## src/rtl/mem_bus_arbiter.sv

```systemverilog
// Round-robin arbiter sharing one valid/ready memory bus between the core (port 0) and a host requester (port 1).
// Optional watchdog abort of unacknowledged transactions is enabled by defining MEM_ARB_TIMEOUT_EN.
module mem_bus_arbiter #(
    parameter int RR_RESET_LAST = 1
`ifdef MEM_ARB_TIMEOUT_EN
    , parameter int TIMEOUT_CYCLES = 64
`endif
) (
    input  logic        clk,
    input  logic        resetn,
    input  logic        m0_valid,
    input  logic        m0_instr,
    input  logic [31:0] m0_addr,
    input  logic [31:0] m0_wdata,
    input  logic [3:0]  m0_wstrb,
    output logic        m0_ready,
    output logic [31:0] m0_rdata,
    input  logic        m1_valid,
    input  logic [31:0] m1_addr,
    input  logic [31:0] m1_wdata,
    input  logic [3:0]  m1_wstrb,
    output logic        m1_ready,
    output logic [31:0] m1_rdata,
    output logic        s_valid,
    output logic        s_instr,
    output logic [31:0] s_addr,
    output logic [31:0] s_wdata,
    output logic [3:0]  s_wstrb,
    input  logic        s_ready,
    input  logic [31:0] s_rdata,
    output logic [1:0]  grant,
    output logic        timeout
);

    // Handshake: a transfer completes on a cycle where s_valid and s_ready are both high;
    // requesters hold valid and payload stable until their ready pulse.
    typedef enum logic [1:0] {
        ST_IDLE = 2'd0,
        ST_GNT0 = 2'd1,
        ST_GNT1 = 2'd2
    } state_t;

    state_t r_state;
    state_t w_state_nxt;
    logic   r_last;
    logic   w_last_nxt;
    logic   w_gnt0;
    logic   w_gnt1;
    logic   w_mvalid;
    logic   w_abort;
    logic   w_ack;
    logic [31:0] w_rdata;

    assign w_gnt0   = (r_state == ST_GNT0);
    assign w_gnt1   = (r_state == ST_GNT1);
    assign w_mvalid = (w_gnt0 & m0_valid) | (w_gnt1 & m1_valid);

`ifdef MEM_ARB_TIMEOUT_EN
    logic [15:0] r_wd_cnt;

    assign w_abort = w_mvalid & ~s_ready & (r_wd_cnt == 16'(TIMEOUT_CYCLES - 1));

    // Counter is zero on the first grant cycle and counts stalled grant cycles after that.
    always_ff @(posedge clk) begin
        if (!resetn || r_state == ST_IDLE || w_state_nxt == ST_IDLE) begin
            r_wd_cnt <= 16'd0;
        end else begin
            r_wd_cnt <= r_wd_cnt + 16'd1;
        end
    end
`else
    assign w_abort = 1'b0;
`endif

    always_comb begin
        w_state_nxt = r_state;
        w_last_nxt  = r_last;
        case (r_state)
            ST_IDLE: begin
                if (m0_valid && m1_valid) begin
                    w_state_nxt = r_last ? ST_GNT0 : ST_GNT1;
                end else if (m0_valid) begin
                    w_state_nxt = ST_GNT0;
                end else if (m1_valid) begin
                    w_state_nxt = ST_GNT1;
                end
            end
            ST_GNT0, ST_GNT1: begin
                // A requester that abandons its request loses the grant without moving the pointer.
                if (!w_mvalid) begin
                    w_state_nxt = ST_IDLE;
                end else if (s_ready || w_abort) begin
                    w_state_nxt = ST_IDLE;
                    w_last_nxt  = w_gnt1;
                end
            end
            default: w_state_nxt = ST_IDLE;
        endcase
    end

    always_ff @(posedge clk) begin
        if (!resetn) begin
            r_state <= ST_IDLE;
            r_last  <= 1'(RR_RESET_LAST);
        end else begin
            r_state <= w_state_nxt;
            r_last  <= w_last_nxt;
        end
    end

    assign s_valid = resetn & w_mvalid;
    assign s_instr = resetn & w_gnt0 & m0_instr;
    assign s_addr  = w_gnt1 ? m1_addr  : m0_addr;
    assign s_wdata = w_gnt1 ? m1_wdata : m0_wdata;
    assign s_wstrb = w_gnt1 ? m1_wstrb : m0_wstrb;

    assign w_ack   = s_valid & (s_ready | w_abort);
    assign w_rdata = w_abort ? 32'hDEAD_BEEF : s_rdata;

    assign m0_ready = w_ack & w_gnt0;
    assign m1_ready = w_ack & w_gnt1;
    assign m0_rdata = (resetn & w_gnt0) ? w_rdata : 32'd0;
    assign m1_rdata = (resetn & w_gnt1) ? w_rdata : 32'd0;
    assign grant    = resetn ? {w_gnt1, w_gnt0} : 2'b00;
    assign timeout  = resetn & w_abort;

endmodule
```

## config.mk

```make
export PLATFORM = sky130hd
export DESIGN_NAME = mem_bus_arbiter
export DESIGN_NICKNAME = d
export VERILOG_FILES = /design/src/rtl/mem_bus_arbiter.sv
export SDC_FILE = /design/constraint.sdc
export NUM_CORES = 1
export LEC_CHECK = 0
export ABC_AREA = 1
export CORE_AREA = 2 2 123 125
export CTS_CLUSTER_DIAMETER = 200
export DETAILED_ROUTE_END_ITERATION = 10
export DIE_AREA = 0 0 125 127
export GPL_TIMING_DRIVEN = 0
export SLEW_MARGIN = 15
export SYNTH_ARGS = -nofsm -noshare
export SYNTH_HDL_FRONTEND = slang
export SYNTH_SLANG_ARGS = --single-unit
```

## constraint.sdc

```tcl
create_clock -name clk -period 3.7 [get_ports clk]
set_input_delay 0.555 -clock clk [delete_from_list [all_inputs] [get_ports clk]]
set_output_delay 0.555 -clock clk [all_outputs]
set_load 0.1 [all_outputs]
```

== After elaboration in Yosys (flattened, before gate mapping) ==
Cells that the tools add are included.

* Equality and inequality tests: 4
* Multiplexer cells: 13
* Bitwise operators: 10
* Reduce and logical (&&, ||, !) cells: 5

{| class="wikitable"
|+ Operators with widths
! operator !! count
|-
| two-way mux 32 bit || 4
|-
| two-way mux 2 bit || 7
|-
| bitwise AND 1 bit || 9
|-
| two-way mux 4 bit || 1
|-
| != test 4 bit, second input constant || 1
|-
| one-hot mux 2 bit (2 select lines) || 1
|-
| != test 3 bit, second input constant || 1
|-
| AND reduction 3 bit || 1
|-
| equality test 2 x 1 -> 1 bit, second input constant || 1
|-
| equality test 2 bit, second input constant || 1
|-
| zero test 2 bit || 1
|-
| AND reduction 2 bit || 1
|-
| OR reduction 2 bit || 1
|-
| logical AND 1 bit || 1
|-
| OR 1 bit || 1
|}

* Bits in registers: 3
* Bits of input ports: 174
* Output and inout bits: 139
* Logic and storage cells: 34

== Depth between registers and ports, before layout ==
* Depth in word-level cells: 6
* Depth in mapped cells: 10
* Depth with buffers taken out: 9

== Worst setup path after synthesis ==
No wires, ideal clock.

* Path kind: reg-to-output
* Start point: register r_state[0]
* End point: output s_valid
* Data arrival time: 2.901 ns
* Data required time: 3.145 ns
* Slack: 0.244 ns
* Cell stages (with the launch flop): 6
* Path buffers: 1
* Path through: dfxtp_1 > inv_1 > ha_1 > buf_4 > nand2_1 > a21boi_0

* Cells in the longest elaborated chain, start to end: 4
* Elaborated cells on any way between the ends: 6
* Classes of those cells: eq/ne (2); bitwise (4)

{| class="wikitable"
|+ RTL lines
! what !! RTL line !! RTL
|-
| from (decl) || 43 || <nowiki>state_t r_state;</nowiki>
|-
| from (signal assigned) || 106 || <nowiki>r_state <= w_state_nxt;</nowiki>
|-
| equality test 2 bit || 55 || <nowiki>assign w_gnt1 = (r_state == ST_GNT1);</nowiki>
|-
| net w_gnt1 || 48 || <nowiki>logic w_gnt1;</nowiki>
|-
| bitwise AND 1 bit || 56 || <nowiki>assign w_mvalid = (w_gnt0 & m0_valid) | (w_gnt1 & m1_valid);</nowiki>
|-
| OR 1 bit || 56 ||
|-
| bitwise AND 1 bit || 111 || <nowiki>assign s_valid = resetn & w_mvalid;</nowiki>
|-
| to (decl) || 24 || <nowiki>output logic s_valid,</nowiki>
|}

The timed path passes the listed nets, and every way through them passes these cells.

== Final worst setup path ==
* Start point: input resetn
* End point: output m0_rdata[23]

* Cells in the longest elaborated chain, start to end: 2

{| class="wikitable"
|+ RTL lines
! what !! RTL line !! RTL
|-
| from (decl) || 10 || <nowiki>input logic resetn,</nowiki>
|-
| bitwise AND 1 bit || 122 || <nowiki>assign m0_rdata = (resetn & w_gnt0) ? w_rdata : 32'd0;</nowiki>
|-
| two-way mux 32 bit || 122 ||
|-
| to (decl) || 17 || <nowiki>output logic [31:0] m0_rdata,</nowiki>
|}

Every way passes these cells.

==> results_dict.tcl <==
set metrics [dict create \
    grt_use_met2 0.230 \
    clock_latency_ps 220 \
    hold_viol_final 0 \
    grt_start_max_net_pins 11 \
    ys_async_sr_fraction 0 \
    overflow 0 \
    synth_top_area_share 0.516 \
    ir_drop_uv 161 \
    globalplace.congestion 0.839 \
    clock_skew_ps 1.30 \
    crit_path_frequent_cell "clkdlybuf4s50_1" \
    clkPwrFrac 0.094 \
    fp.dieW_um 125 \
    crit_cells 5 \
    post-route-period-util 0.962 \
    internal-power_uw 657 \
    cts_made_buffers 3 \
    swShare 0.633 \
    yosysUniqueCellTypes 16 \
    r2r_cells 8 \
    synth_edf_count 0 \
    critical_path_class "primary input to output port" \
    worst-endpoint-required_ps 3140 \
    p_total_uw 1790 \
    whs_path_depth 2 \
    powerDensity_nw_per_um2 362 \
    setup_viol 0 \
    cp.buffers_inverters 3 \
    place.port_buffers 311 \
    rsz0062_at_grt "no" \
    ys.warnings.count 0 \
    nets 717 \
    wirelength_um 9830 \
    synth_seq_cells 3 \
    drc_errors 0 \
    clk_pin_slew_ps 30 \
    slowest_delay_ps 1150 \
    placed_cell_area_um2 4830 \
    path_cells "clkdlybuf4s50_1 -> nand2_1 -> buf_2 -> nor2_1 -> clkdlybuf4s50_1" \
    wl_per_cell_um 13.6 \
    vias 2714 \
    arrival_ps 3010 \
    pin_count 313 \
    p_sw_uw 1130 \
    htreeDepth 1 \
    cts_tree "done" \
    yosysMostFrequentCell "nor2_1" \
    avgSynthCellArea_um2 6.62 \
    first_pass_iters 4 \
    combinationalPowerShare 0.884 \
    r2r-start "r_state[0]" \
    crit_path_start_kind "primary input" \
    initial_core_util 0.103 \
    first_iter_violations 49 \
    worst-path-max-fanout 10 \
    antenna_found_initial 0 \
    slew_viol_final 0 \
    cts_setup_buffers 0 \
    nFillCells 1512 \
    first_global_vias 2813 \
    worst_path_max_delay_cell "clkdlybuf4s50_1" \
    synth_area_leaders "mux2_2 (52%), nor2_1 (19%), inv_1 (10%)" \
    fin_crit_ps 3560 \
    synth_area_leader_cell "mux2_2" \
    cts_sinks 3 \
    rrSetupSlack_ps 2320 \
    grt_pass1_wl_um 14400 \
    clockBufferDepth 2 \
    die_area_um2 15900 \
    syn_inst 224 \
    row_count 44 \
    status "completed" \
    coreArea_um2 14400 \
    startpoint "resetn" \
    hpwl_um 8820 \
    grt_util_met1 0.111 \
    seq_area_frac_synth 0.0405 \
    fin_setup_tns_ps 0 \
    hold_path_class "flop to flop" \
    clock-root-buffer "clkbuf_16" \
    ant_nets 0 \
    n_antenna_cell 0 \
    yosys-top-cells-count "nor2_1 (75), mux2_2 (68), inv_1 (41)" \
    synthesis.nets 401 \
    vias_per_cell 3.75 \
    design_area_um2 4950 \
    regToRegEndpoint "r_last" \
    critical-path-top-delay-family "buffers and inverters" \
    cp-endpoint "m0_rdata[23]" \
    die_height_um 127 \
    max_cap_viol_count 0 \
    fmax_mhz 281 \
    worstMarginPinSlew_ps 1030 \
    max_slew_margin 0.311 \
    syn_area_um2 1480 \
    p_leak_uw 0.00231 \
    p_seq_frac 0.021 \
    fin_util 0.343 \
    track_usage 0.115 \
    grt_busiest_layer "met2" \
    syn2layout_area_growth_pct 234 \
    ys.flop_type "dfxtp_1" \
    drive_gt1_frac 0.161 \
    cp-end-kind "output port" \
    grtUsageMet3 0.0419 \
]
==> worst min path at each step <==
stage,to,startpoint,slack [ps]
6_report,r_last,r_last,490
5_1_grt,r_last,r_last,550
4_1_cts,r_last,r_last,500
3_5_place_dp,r_last,r_last,490
3_3_place_gp,r_last,r_last,470
2_1_floorplan,r_last,r_last,450
==> timing repair <==
action,in CTS,in global routing
hold buffers,0,0
resized for setup,0,17
setup endpoints to repair,0,17
==> cells by family after synthesis <==
family                   count (synthesis)  share of synthesized area
AND/OR/NAND/NOR                         91                      0.236
multiplexers                            68                      0.516
buffers and inverters                   56                      0.170
adder cells (fa/ha/maj)                  3                     0.0253
flip-flops                               3                     0.0405
AO/OA/AOI/OAI                            2                    0.00844
other                                    1                    0.00253
==> routing by layer <==
| metal | wire length, um | vias to the layer above | share of wire |
|---|---|---|---|
| met2 | 5430 | 167 | 0.55 |
| li1 | - | 1324 | - |
| met4 | 126 | 0 | 0.013 |
| met5 | 0 | - | 0 |
| met3 | 889 | 6 | 0.090 |
| met1 | 3390 | 1217 | 0.35 |
==> through the flow <==
stage	std cells	hold slack (ps)	setup slack [ps]
global route	723	549	0.181
floorplan	224	451	244
finish	723	490	140
global placement	719	474	60.2
detailed placement	719	490	33.8
CTS	723	498	20.9
==> state kept, by name, summed over array words and instances (netlist names) <==
| register | flops |
|---|---|
| r_state | 2 |
| r_last | 1 |
==> power by group through the flow <==
stage	clock network (uW)	logic, uW	registers (uW)
after floorplan	0	1140	38.0
after global placement	0	1590	38.1
after detailed placement	0	1590	38.6
after CTS	174	1600	38.2
after global routing	176	1640	38.5
final	169	1580	38.2
==> layout by cell type (no fill, tap or decap) <==
cell | netlist | final
clkdlybuf4s50_1 | 0 | 294
nor2_1 | 75 | 75
mux2_2 | 68 | 68
inv_1 | 41 | 41
dlymetal6s2s_1 | 0 | 17
nand2_1 | 11 | 11
buf_2 | 7 | 7
buf_4 | 7 | 7
ha_1 | 3 | 3
clkbuf_16 | 0 | 3
dfxtp_1 | 3 | 3
nand3_1 | 2 | 2
buf_6 | 1 | 1
nand2_2 | 1 | 1
a21boi_0 | 1 | 1
o21ai_0 | 1 | 1
nand4_1 | 1 | 1
nor3_1 | 1 | 1
conb_1 | 1 | 1
clkbuf_1 | 0 | 1
==> worst reg2reg max path: cells and delay by family (launching register included) <==
kind | cells | cell delay (ps)
fa+ha+maj | 1 | 150
flops | 1 | 300
compound gates | 1 | 170
simple gates | 4 | 370
buf+inv | 2 | 260
==> cell type report <==
class,instances,area [um^2],share of cell area
multi-input cells,165,1170,0.236
well taps,184,230,0.0465
inverters,41,154,0.0311
flip-flops and latches,3,60.1,0.0121
repair buffers,311,3160,0.638
clock buffers,4,78.8,0.0159
plain buffers,15,98.8,0.0200
Note: power is estimated with default switching activity, not from simulation.
